`config.mk`:
```
export PLATFORM = sky130hd
export DESIGN_NAME = lane_unstriper4
export DESIGN_NICKNAME = d
export VERILOG_FILES = /design/src/rtl/lane_unstriper4.sv
export SDC_FILE = /design/constraint.sdc
export NUM_CORES = 1
export LEC_CHECK = 0
export CAP_MARGIN = 20
export CORE_MARGIN = 2
export CORE_UTILIZATION = 30
export CTS_BUF_LIST = sky130_fd_sc_hd__clkbuf_8
export DETAILED_ROUTE_END_ITERATION = 12
export DONT_BUFFER_PORTS = 1
export GPL_TIMING_DRIVEN = 0
export HOLD_SLACK_MARGIN = 0.08
export PLACE_DENSITY = 0.43
export SETUP_SLACK_MARGIN = 0.3
export SLEW_MARGIN = 10
export SYNTH_ARGS = -nofsm -noshare
export SYNTH_HDL_FRONTEND = slang
export SYNTH_SLANG_ARGS = --single-unit
```
`constraint.sdc`:
```
create_clock -name clk -period 4.2 [get_ports clk]
set_input_delay 0.84 -clock clk [delete_from_list [all_inputs] [get_ports clk]]
set_output_delay 0.84 -clock clk [all_outputs]
set_load 0.01 [all_outputs]
```
`src/rtl/lane_unstriper4.sv`:
```
// Un-stripes one 4-lane word per transfer onto a single byte stream, lane0 first; 1 clk from capture to first byte.
// Holds out_data/ptr while out_ready=0; in_ready rises only when empty or while the last byte is leaving.
// Optional LANE_REVERSE_EN adds lane_rev (sampled at capture) to serialise lane3 first.
module lane_unstriper4 #(
   parameter int DATA_WIDTH = 8
) (
   input  logic                  clk,
   input  logic                  reset,
   input  logic [DATA_WIDTH-1:0] in0,
   input  logic [DATA_WIDTH-1:0] in1,
   input  logic [DATA_WIDTH-1:0] in2,
   input  logic [DATA_WIDTH-1:0] in3,
   input  logic                  in_valid,
   output logic                  in_ready,
   output logic [DATA_WIDTH-1:0] out_data,
   output logic                  out_valid,
   input  logic                  out_ready
`ifdef LANE_REVERSE_EN
   ,
   input  logic                  lane_rev
`endif
);

   typedef enum logic {EMPTY = 1'b0, SEND = 1'b1} state_t;

   state_t                state;
   logic [1:0]            ptr;
   logic [1:0]            ptr_nxt;
   logic [DATA_WIDTH-1:0] lane_buf [4];
   logic [DATA_WIDTH-1:0] word     [4];
   logic                  capture;
   logic                  advance;

   // Lane order is resolved at capture, so the buffer always drains 0..3.
   always_comb begin
      word[0] = in0;
      word[1] = in1;
      word[2] = in2;
      word[3] = in3;
`ifdef LANE_REVERSE_EN
      if (lane_rev) begin
         word[0] = in3;
         word[1] = in2;
         word[2] = in1;
         word[3] = in0;
      end
`endif
   end

   assign in_ready = (state == EMPTY) || ((ptr == 2'd3) && out_ready);
   assign capture  = in_valid && in_ready;
   assign advance  = (state == SEND) && out_ready;
   assign ptr_nxt  = ptr + 2'd1;

   always_ff @(posedge clk or negedge reset) begin
      if (!reset) begin
         state     <= EMPTY;
         ptr       <= 2'd0;
         out_valid <= 1'b0;
         out_data  <= '0;
         for (int i = 0; i < 4; i++) lane_buf[i] <= '0;
      end else if (capture) begin
         state     <= SEND;
         ptr       <= 2'd0;
         out_valid <= 1'b1;
         out_data  <= word[0];
         for (int i = 0; i < 4; i++) lane_buf[i] <= word[i];
      end else if (advance) begin
         if (ptr == 2'd3) begin
            state     <= EMPTY;
            ptr       <= 2'd0;
            out_valid <= 1'b0;
         end else begin
            ptr      <= ptr_nxt;
            out_data <= lane_buf[ptr_nxt];
         end
      end
   end

endmodule

```
==> impl_results.md, run 1 <==
* Vias at 1095
* #FFs+latches synth at 43
* Initial core utilization at 31.5%
* WL final at 4340 um
* Fmax at 455 MHz
* Yosys top cell area share at 57.1%
* Syn. warnings at 0
* Register Area at 1080 um2
* Post-Synth Adder-Cell Area at 0.664%
* Input/output buffers at 0
* # clock sinks at 43
* Sequential share of power at 46.6%
* WL/cell at 20.9 um
* Setup Total Neg Slack at 0 ps
* Synthesized area at 1890 um2
* Die X at 83.3 um
* RSZ-0062 raised after global routing: no
* Distinct cells, synth at 23
* Buf/Inv on CP at 1
* Total gr overflow at 0
* Vias in the first global route at 1201
* Footprint of the multi-input gates at 752 um2
* Crit end category: output pin
* Fin nets at 168
* P_sw at 504 uW
* Num CTS Buffers at 5
* CTS resizes at 0
* CTS root buffer: clkbuf_8
* Die H at 83.3 um
* Critical path arrival at 1360 ps
* Largest net degree at the start of global routing at 44
* Synth Area in XOR/XNOR at 0%
* Pwr Density at 780 nW/um2
* Worst slew margin at 34.0%
* Placed Area at 1980 um2
* Mapped Cells at 124
* Startpoint types: flop
* Slowest stage cell, crit path: dfrtp_1
* Die area at 6940 um2
* Initial antenna violation count at 0
* Row count at 28
* Initial drt markers at 80
* Largest family of logic cells by synthesized area: multiplexers
* Register area share after synthesis at 57.1%
* Max incr delay on CP at 400 ps
* First drt pass iteration count at 4
* Worst-margin pin slew at 991 ps
* Layout cells sized above 1 at 34.1%
* Clock Tree Buf Depth at 2
* Min Clock Period, post-route at 2200 ps
* Switching share of power at 31.4%
* H-tree levels at 2
* Syn nets at 161
* Comb pwr share at 37.9%
* FF-to-FF setup slack at 2160 ps
* Clk pin slew, worst setup/hold paths at 80 ps
* Synth Area in Compound Gates at 9.89%
* Reg-to-Reg Start: ptr[1]
* Area grow syn2layout at 9.29%
* CTS tree: yes
* Final hold violation count at 0
* Ant. Diodes at 0
* Worst EP required at 3360 ps
* Post-CTS setup buffers at 0
* Tcrit/Tclk final at 52.3%
* CP top delay family: flip-flops
* Internal power at 1100 uW
* Post-route cell area at 2060 um2
* Setup violations, final at 0
* Clk pwr share at 15.5%
* Worst-path fanout max at 10
* GPL Wtd Cong at 0.697
* Residual DRC at 0
* Synth top area cells: dfrtp_1, mux2_2, mux4_2, a221o_1, a21o_1
* Area leader, netlist: dfrtp_1
* Fin. max-slew vios at 0
* Status: finished, final reports clean
* Post-DP HPWL at 2910 um
* Post-synthesis simple-gate area fraction at 4.91%
* Max-cap viol count at 0
* First-pass GRT wire length at 6840 um
* Static leakage at 0.000970 uW
* VDD IR-drop max at 0.000329 V
* Clock Latency Late Sink at 290 ps
* Post-synthesis mux area share at 24.4%
* Core ar. at 5990 um2
* Hold WS at 227 ps
* Worst R2R Path Depth at 4
* Number of I/O pins at 46
* Critical path class: reg -> out
* GR Util All Layers at 13.2%
* Fill cells at 601
* Syn avg cell area at 15.2 um2
* Vias per cell at 5.29
* Tightest Hold Check Type: in -> async
* Post-route total power at 1610 uW
* Crit-path cells: ha_1, a21bo_1, buf_2
* Hold buffers post-CTS at 0
* Crit Reg-Reg Endpoint: out_data[7]
* Post-route ant nets at 0
* Clock Skew at 8.82 ps
cell usage after synthesis:
| master | count |
|---|---|
| a221o_1 | 8 |
| a21oi_1 | 1 |
| ha_1 | 1 |
| a22o_2 | 1 |
| clkbuf_1 | 2 |
| a21o_1 | 8 |
| dfrtp_1 | 43 |
| inv_1 | 3 |
| buf_2 | 1 |
| mux4_2 | 8 |
| and3_1 | 9 |
| nor3_2 | 1 |
| buf_6 | 1 |
| nor2b_1 | 1 |
| a2bb2oi_1 | 1 |
| a21bo_1 | 1 |
| o22ai_1 | 2 |
| mux2i_1 | 1 |
| nand2b_1 | 2 |
| buf_4 | 3 |
| mux2_2 | 24 |
| nand2_1 | 1 |
| nor2_1 | 1 |
routing by layer:
layer | GRT usage (%) | up-vias | routed length (um)
li1 | - | 483 | -
met1 | 17.0 | 570 | 1970
met2 | 19.9 | 36 | 2000
met3 | 5.47 | 6 | 311
met4 | 4.47 | 0 | 57
met5 | 0 | - | 0
sequential cells by signal (all words and copies together) (netlist names):
signal,count
ptr,2
out_data,8
state,1
lane_buf,32
cell type report:
cell class	instances	share of cell area, %
multi-input cells	71	36.5
clock buffers	5	3.34
plain buffers	7	2.25
clock inverters	3	0.607
well taps	75	4.55
inverters	3	0.546
flip-flops and latches	43	52.2
through the flow:
step	cells	worst slack, ps	util, %
final	207	2000	34.4
after global routing	207	1920	34.4
after CTS	207	1990	34.4
after detailed placement	199	2130	33.0
after global placement	199	2140	33.0
after floorplan	124	2190	-
worst max path at each step:
stage          startpoint        to  slack [ps]  cells after the start
3_5_place_dp    out_ready  in_ready        2130                      2
6_report           ptr[0]  in_ready        2000                      3
4_1_cts            ptr[0]  in_ready        1990                      3
5_1_grt            ptr[0]  in_ready        1920                      3
2_1_floorplan   out_ready  in_ready        2190                      2
3_3_place_gp    out_ready  in_ready        2140                      2
cell families (layout without fill, tap and decap cells):
group           after synthesis  count (layout)
flops                        43              43
compound gates               22              22
mux                          33              33
fa+ha+maj                     1               1
simple gates                 15              15
buf+inv                      10              18
layout by cell type, fill, tap and decap left out:
| master | count |
|---|---|
| a21bo_1 | 1 |
| a21o_1 | 8 |
| a21oi_1 | 1 |
| a221o_1 | 8 |
| a22o_2 | 1 |
| a2bb2oi_1 | 1 |
| and3_1 | 9 |
| buf_2 | 1 |
| buf_4 | 3 |
| buf_6 | 1 |
| clkbuf_1 | 2 |
| clkbuf_8 | 5 |
| clkinv_2 | 1 |
| dfrtp_1 | 43 |
| ha_1 | 1 |
| inv_1 | 5 |
| mux2_2 | 24 |
| mux2i_1 | 1 |
| mux4_2 | 8 |
| nand2_1 | 1 |
| nand2b_1 | 2 |
| nor2_1 | 1 |
| nor2b_1 | 1 |
| nor3_2 | 1 |
| o22ai_1 | 2 |
power groups by stage:
stage	registers, uW	clock network, uW	logic, uW
after global placement	750	0	604
after floorplan	713	0	522
final	748	249	610
after detailed placement	759	0	624
after CTS	751	262	625
after global routing	774	286	668
No activity file was read; power rests on OpenSTA's default activity.
==> run 2, diff against run 1 <==
==> constraint.sdc (replaced) <==
create_clock -name clk -period 2.3 [get_ports clk]
set_input_delay 0.46 -clock clk [delete_from_list [all_inputs] [get_ports clk]]
set_output_delay 0.46 -clock clk [all_outputs]
set_load 0.01 [all_outputs]
==> run 2 against run 1 <==
  * Die area did not move
  * Combinational power up 87%
  * Worst setup slack lost 1500 ps
  * Clock skew increased by 0.64 ps
  * Cell count increased by 0.97%
  * Register-to-register slack worse by 1700 ps
  * Critical endpoint unchanged
  * Clock-buffer cell count unchanged
  * Critical path type unchanged
==> impl_results.md, run 2 (synthesis results as in run 1) <==
* Worst-path fanout max at 10 (unchanged)
* Crit Reg-Reg Endpoint: lane_buf[16] (was out_data[7])
* Slowest stage cell, crit path: dfrtp_1 (unchanged)
* Most frequent cells in the layout: dfrtp_1, mux2_2, and3_1 (unchanged)
* WL final at 4380 um (was 4340 um)
* Vias per cell at 5.33 (was 5.29)
* Worst slew margin at 36.3% (was 34.0%)
* Num CTS Buffers at 5 (unchanged)
* Clock Tree Buf Depth at 2 (unchanged)
* First drt pass iteration count at 4 (unchanged)
* Biggest regs: lane_buf (32), out_data (8), ptr (2) (unchanged)
* Fin nets at 170 (was 168)
* Final core utilization at 35.0% (was 34.4%)
* Setup violations, final at 0 (unchanged)
* Core ar. at 5990 um2 (unchanged)
* VDD IR-drop max at 0.000613 V (was 0.000329 V)
* Status: finished, final reports clean (unchanged)
* Reg-to-Reg Start: ptr[0] (was ptr[1])
* # clock sinks at 43 (unchanged)
* WL/cell at 21.0 um (was 20.9 um)
* Startpoint types: flop (unchanged)
* Initial drt markers at 76 (was 80)
* Die area at 6940 um2 (unchanged)
* CTS root buffer: clkbuf_8 (unchanged)
* Pre-CTS setup slack at 237 ps (was 2130 ps)
* Worst EP required at 1840 ps (was 3360 ps)
* Clock Latency Late Sink at 300 ps (was 290 ps)
* Pwr Density at 1410 nW/um2 (was 780 nW/um2)
* Area grow syn2layout at 11.3% (was 9.29%)
* Worst R2R Path Depth at 5 (was 4)
* Initial antenna violation count at 0 (unchanged)
* Vias in the first global route at 1216 (was 1201)
* Tcrit/Tclk final at 79.3%
* Min Clock Period, post-route at 1820 ps
* Total gr overflow at 0 (unchanged)
* GR Util All Layers at 13.2% (about the same)
* Post-DP HPWL at 2910 um (unchanged)
* CTS tree: yes (unchanged)
* Setup crit end: in_ready (unchanged)
* Post-route ant nets at 0 (unchanged)
* Die H at 83.3 um (unchanged)
* Post-route total power at 2970 uW (was 1610 uW)
* Static leakage at 0.000990 uW (was 0.000970 uW)
* Layout cells sized above 1 at 35.1% (was 34.1%)
* Critical path class: reg -> out (unchanged)
* Setup WS post-layout at 477 ps (was 2000 ps)
* Vias at 1114 (was 1095)
* Largest register by flop count: lane_buf (unchanged)
* Fmax at 549 MHz
* Tightest Hold Check Type: in -> reg (was in -> async)
* Crit end category: output pin (unchanged)
* Fin. max-slew vios at 0 (unchanged)
* Crit path launch: ptr[0] (unchanged)
* Clk pin slew, worst setup/hold paths at 80 ps (about the same)
* Worst-margin pin slew at 955 ps (was 991 ps)
* Input/output buffers at 0 (unchanged)
* First-pass GRT wire length at 6890 um (was 6840 um)
* RSZ-0062 raised after global routing: no (unchanged)
* Max-cap viol count at 0 (unchanged)
* Max incr delay on CP at 410 ps (was 400 ps)
* Post-CTS setup buffers at 0 (unchanged)
* Ant. Diodes at 0 (unchanged)
* DP Cell Count at 199 (unchanged)
* H-tree levels at 2 (unchanged)
* Row count at 28 (unchanged)
* Commonest non-fill, non-tap cell in the layout: dfrtp_1 (unchanged)
* Residual DRC at 0 (unchanged)
* Setup Total Neg Slack at 0 ps (unchanged)
* Die X at 83.3 um (unchanged)
* Largest net degree at the start of global routing at 44 (unchanged)
* Initial core utilization at 31.5% (unchanged)
* Largest register FFs at 32 (unchanged)
* Number of I/O pins at 46 (unchanged)
* GPL Wtd Cong at 0.697 (unchanged)
* Crit-path cells: ha_1, a21bo_1, buf_2 (unchanged)
* Finished Layout Cells at 209 (was 207)
* Critical path arrival at 1360 ps (about the same)
* FF-to-FF setup slack at 480 ps (was 2160 ps)
* Final hold violation count at 0 (unchanged)
* Clock Skew at 9.46 ps (was 8.82 ps)
run 2: changes by cell type in the layout (fill, tap and decap cells not counted), sizes merged:
cell and delta:
buf +1, dlygate4sd3 +1
run 2: repair_timing:
item | 4_1_cts | 5_1_grt
gates resized for setup | 1 | 0
endpoints found under the setup margin | 8 | 0
endpoints found under the hold margin | 43 | 0
hold buffers | 2 | 0
run 2: final cells by class:
| class | instances | area, um2 |
|---|---|---|
| Fill cell | 596 | 3890 |
| Sequential cell | 43 | 1080 |
| Multi-Input combinational cell | 71 | 752 |
| Tap cell | 75 | 93.8 |
| Clock buffer | 5 | 68.8 |
| Buffer | 7 | 47.5 |
| Timing Repair Buffer | 2 | 37.5 |
| Clock inverter | 3 | 12.5 |
| Inverter | 3 | 11.3 |
run 2: per-stage QoR:
stage          hold slack, ps  area (um2)
6_report                  303        2100
5_1_grt                   289        2100
4_1_cts                   297        2100
3_5_place_dp              166        1980
3_3_place_gp              166        1980
2_1_floorplan             164        1890
run 2: how the worst min path moves through the flow:
stage | depth (start not counted) | slack [ps] | startpoint | end
detailed placement | 0 | 170 | reset | lane_buf[21]
global placement | 0 | 170 | reset | out_data[5]
floorplan | 0 | 160 | reset | lane_buf[0]
global route | 1 | 290 | in1[6] | lane_buf[22]
finish | 1 | 300 | in1[5] | lane_buf[21]
CTS | 1 | 300 | in1[5] | lane_buf[21]
run 2: metal layers:
metal	vias up	global-route usage, %	share of wire, %
met2	41	20.2	47
met4	0	4.47	1.3
met5	-	0	0
li1	485	-	-
met3	6	5.27	8.3
met1	582	17.1	44
run 2: power breakdown:
part / total [uW] / switching [uW] / internal [uW]
sequential: 1370 / 241 / 1130
clock: 459 / 255 / 205
combinational: 1140 / 449 / 692
total: 2970 / 946 / 2020
run 2: critical path, delay by kind of cell, from the launching register on:
| family | cells | cell delay (ps) |
|---|---|---|
| AO/OA/AOI/OAI | 1 | 200 |
| flip-flops | 1 | 410 |
| adder cells (fa/ha/maj) | 1 | 260 |
| buffers and inverters | 1 | 210 |
==> run 3, diff against run 2 <==
--- a/config.mk
+++ b/config.mk
@@ -13,7 +13,7 @@
 export DONT_BUFFER_PORTS = 1
 export GPL_TIMING_DRIVEN = 0
 export HOLD_SLACK_MARGIN = 0.08
-export PLACE_DENSITY = 0.43
+export PLACE_DENSITY = 0.44
 export SETUP_SLACK_MARGIN = 0.3
 export SLEW_MARGIN = 10
 export SYNTH_ARGS = -nofsm -noshare
==> constraint.sdc (replaced) <==
create_clock -name clk -period 1.45 [get_ports clk]
set_input_delay 0.29 -clock clk [delete_from_list [all_inputs] [get_ports clk]]
set_output_delay 0.29 -clock clk [all_outputs]
set_load 0.01 [all_outputs]
==> run 3 against run 2 <==
  * The flow now finishes with violations (negative hold slack, negative setup slack)
  * Cell area increased by 13%
  * Sequential share of layout area decreased by 5.7 points
  * Power increased by 85%
  * Worst setup slack got worse by 620 ps
  * First-iteration DRC count decreased by 5.3%
  * Core utilization increased by 4.5 points
  * Non-clock buffer count increased by 5
  * Critical path depth increased by 2
  * Clock power increased by 65%
  * Die area unchanged
  * Critical endpoint is now lane_buf[17]
==> impl_results.md, run 3 (synthesis results as in run 1) <==
* Input/output buffers at 0 (unchanged)
* Initial antenna violation count at 1 (was 0)
* Residual DRC at 0 (unchanged)
* WL/cell at 21.2 um (was 21.0 um)
* Critical path arrival at 1780 ps (was 1360 ps)
* Vias at 1144 (was 1114)
* Tcrit/Tclk final at 110%
* Final hold violation count at 43 (was 0)
* Biggest regs: lane_buf (32), out_data (8), ptr (2) (unchanged)
* First-pass GRT wire length at 7130 um (was 6890 um)
* Most frequent cells in the layout: dfrtp_1, mux2_4, mux4_2, a221o_1, a21o_1 (was dfrtp_1, mux2_2, and3_1)
* Total gr overflow at 0 (unchanged)
* Largest register FFs at 32 (unchanged)
* GR Util All Layers at 13.5% (was 13.2%)
* Post-route ant nets at 0 (unchanged)
* CTS root buffer: clkbuf_8 (unchanged)
* DP Cell Count at 199 (unchanged)
* H-tree levels at 2 (unchanged)
* Clock Latency Late Sink at 300 ps (about the same)
* Die area at 6940 um2 (unchanged)
* Placed Area at 2080 um2 (was 1980 um2)
* Crit-path cells: ha_4, a21bo_4, nand2_4, buf_12, mux2_4 (was ha_1, a21bo_1, buf_2)
* Setup violations, final at 37 (was 0)
* Largest net degree at the start of global routing at 44 (unchanged)
* Worst-path fanout max at 10 (unchanged)
* Critical path class: reg -> reg (was reg -> out)
* Failing checks: negative hold slack, negative setup slack
* Post-DP HPWL at 2950 um (was 2910 um)
* Pwr Density at 2320 nW/um2 (was 1410 nW/um2)
* Fin. max-slew vios at 0 (unchanged)
* Clock Tree Buf Depth at 2 (unchanged)
* Num CTS Buffers at 5 (unchanged)
* Clock Skew at 11.8 ps (was 9.46 ps)
* Initial drt markers at 72 (was 76)
* CTS tree: yes (unchanged)
* Commonest non-fill, non-tap cell in the layout: dfrtp_1 (unchanged)
* Number of I/O pins at 46 (unchanged)
* Row count at 28 (unchanged)
* FF-to-FF setup slack at -150 ps (was 480 ps)
* Finished Layout Cells at 215 (was 209)
* Fmax at 627 MHz
* Tightest Hold Check Type: in -> async (was in -> reg)
* Hold WS at -328 ps (was 303 ps)
* GPL Wtd Cong at 0.763 (was 0.697)
* Status: finished, violations left (was finished, final reports clean)
* Min Clock Period, post-route at 1600 ps
* Slowest stage cell, crit path: dfrtp_1 (unchanged)
* Buf/Inv on CP at 1 (unchanged)
* Worst slew margin at 67.9% (was 36.3%)
* Post-route total power at 5480 uW (was 2970 uW)
* Static leakage at 0.00116 uW (was 0.000990 uW)
* Die X at 83.3 um (unchanged)
* Max-cap viol count at 0 (unchanged)
* WL final at 4570 um (was 4380 um)
* Core ar. at 5990 um2 (unchanged)
* VDD IR-drop max at 0.000791 V (was 0.000613 V)
* Die H at 83.3 um (unchanged)
* Fin nets at 175 (was 170)
* Post-route cell area at 2370 um2 (was 2100 um2)
* # clock sinks at 43 (unchanged)
* Vias in the first global route at 1285 (was 1216)
* Crit end category: flop (was output pin)
* Layout cells sized above 1 at 46.0% (was 35.1%)
* Initial core utilization at 31.5% (unchanged)
* Clk pin slew, worst setup/hold paths at 90 ps (was 80 ps)
* CP top delay family: flip-flops (unchanged)
* Worst EP required at 1630 ps (was 1840 ps)
* Setup WS post-layout at -145 ps (was 477 ps)
* First drt pass iteration count at 4 (unchanged)
* RSZ-0062 raised after global routing: yes (was no)
* Startpoint types: flop (unchanged)
* Max incr delay on CP at 430 ps (was 410 ps)
* Vias per cell at 5.32 (was 5.33)
* Area grow syn2layout at 25.5% (was 11.3%)
* Worst-margin pin slew at 481 ps (was 955 ps)
* Fill cells at 553 (was 596)
* Largest register by flop count: lane_buf (unchanged)
run 3: cell count changes in the layout (fill, tap and decap cells not counted), moves of 2 or more:
cell and change:
inv_1 -2, and3_4 +3, mux2_4 +24, and3_1 -3, mux2_2 -24, buf_8 +2, buf_12 +2, clkinvlp_4 +2
clkbuf_16 +2
run 3: worst paths after layout:
kind                                    from           end  cells past startpoint
worst max register to register        ptr[1]  lane_buf[17]                      5
worst min-delay path                   reset   lane_buf[0]                      0
worst max-delay path                  ptr[1]  lane_buf[17]                      5
max in group asynchronous              reset   out_data[6]                      0
worst min register to register  lane_buf[27]  lane_buf[27]                      1
min in group clk                      in1[7]  lane_buf[23]                      1
run 3: worst reg2reg max path, stage by stage (launching register included):
cell	delay, ps
dfrtp_1	430
ha_4	190
a21bo_4	230
nand2_4	150
buf_12	180
mux2_4	310
run 3: report_power, final:
part | total, uW | internal [uW] | leakage (uW) | switching [uW]
Clock | 759 | 335 | 0.0000402 | 424
Sequential | 2200 | 1790 | 0.000519 | 412
Combinational | 2520 | 1680 | 0.000598 | 844
run 3: layer usage:
metal  track usage (%)  up-vias  wire [um]
met5                 0        -          0
met4              6.41        0         76
met3              5.07        9        263
met2              20.8       34       2260
met1              16.8      600       1970
li1                  -      501          -
run 3: per-stage QoR:
step / util, % / setup WS [ps] / hold slack, ps / setup TNS, ps
6_report: 39.5 / -145 / -328 / -4100
5_1_grt: 39.5 / -197 / -355 / -6110
4_1_cts: 38.6 / -147 / -340 / -3640
3_5_place_dp: 34.6 / -261 / -4.34 / -6160
3_3_place_gp: 34.6 / -252 / -4.51 / -4880
2_1_floorplan: - / -41.3 / -5.59 / -584
run 3: layout make-up:
| cell class | count | area [um2] | share of cell area (%) |
|---|---|---|---|
| flip-flops and latches | 43 | 1080 | 45.5 |
| plain buffers | 7 | 110 | 4.65 |
| repair buffers | 7 | 80.1 | 3.38 |
| clock buffers | 5 | 68.8 | 2.91 |
| clock inverters | 3 | 20.0 | 0.846 |
| well taps | 75 | 93.8 | 3.96 |
| diodes | 1 | 2.50 | 0.106 |
| multi-input cells | 71 | 903 | 38.2 |
| inverters | 3 | 11.3 | 0.476 |
run 3: what timing repair did:
item	4_1_cts	5_1_grt
setup buffers	5	0
setup endpoints to repair	44	44
hold endpoints to repair	43	43
pin swaps	2	0
resized for setup	21	6
cloned	1	1
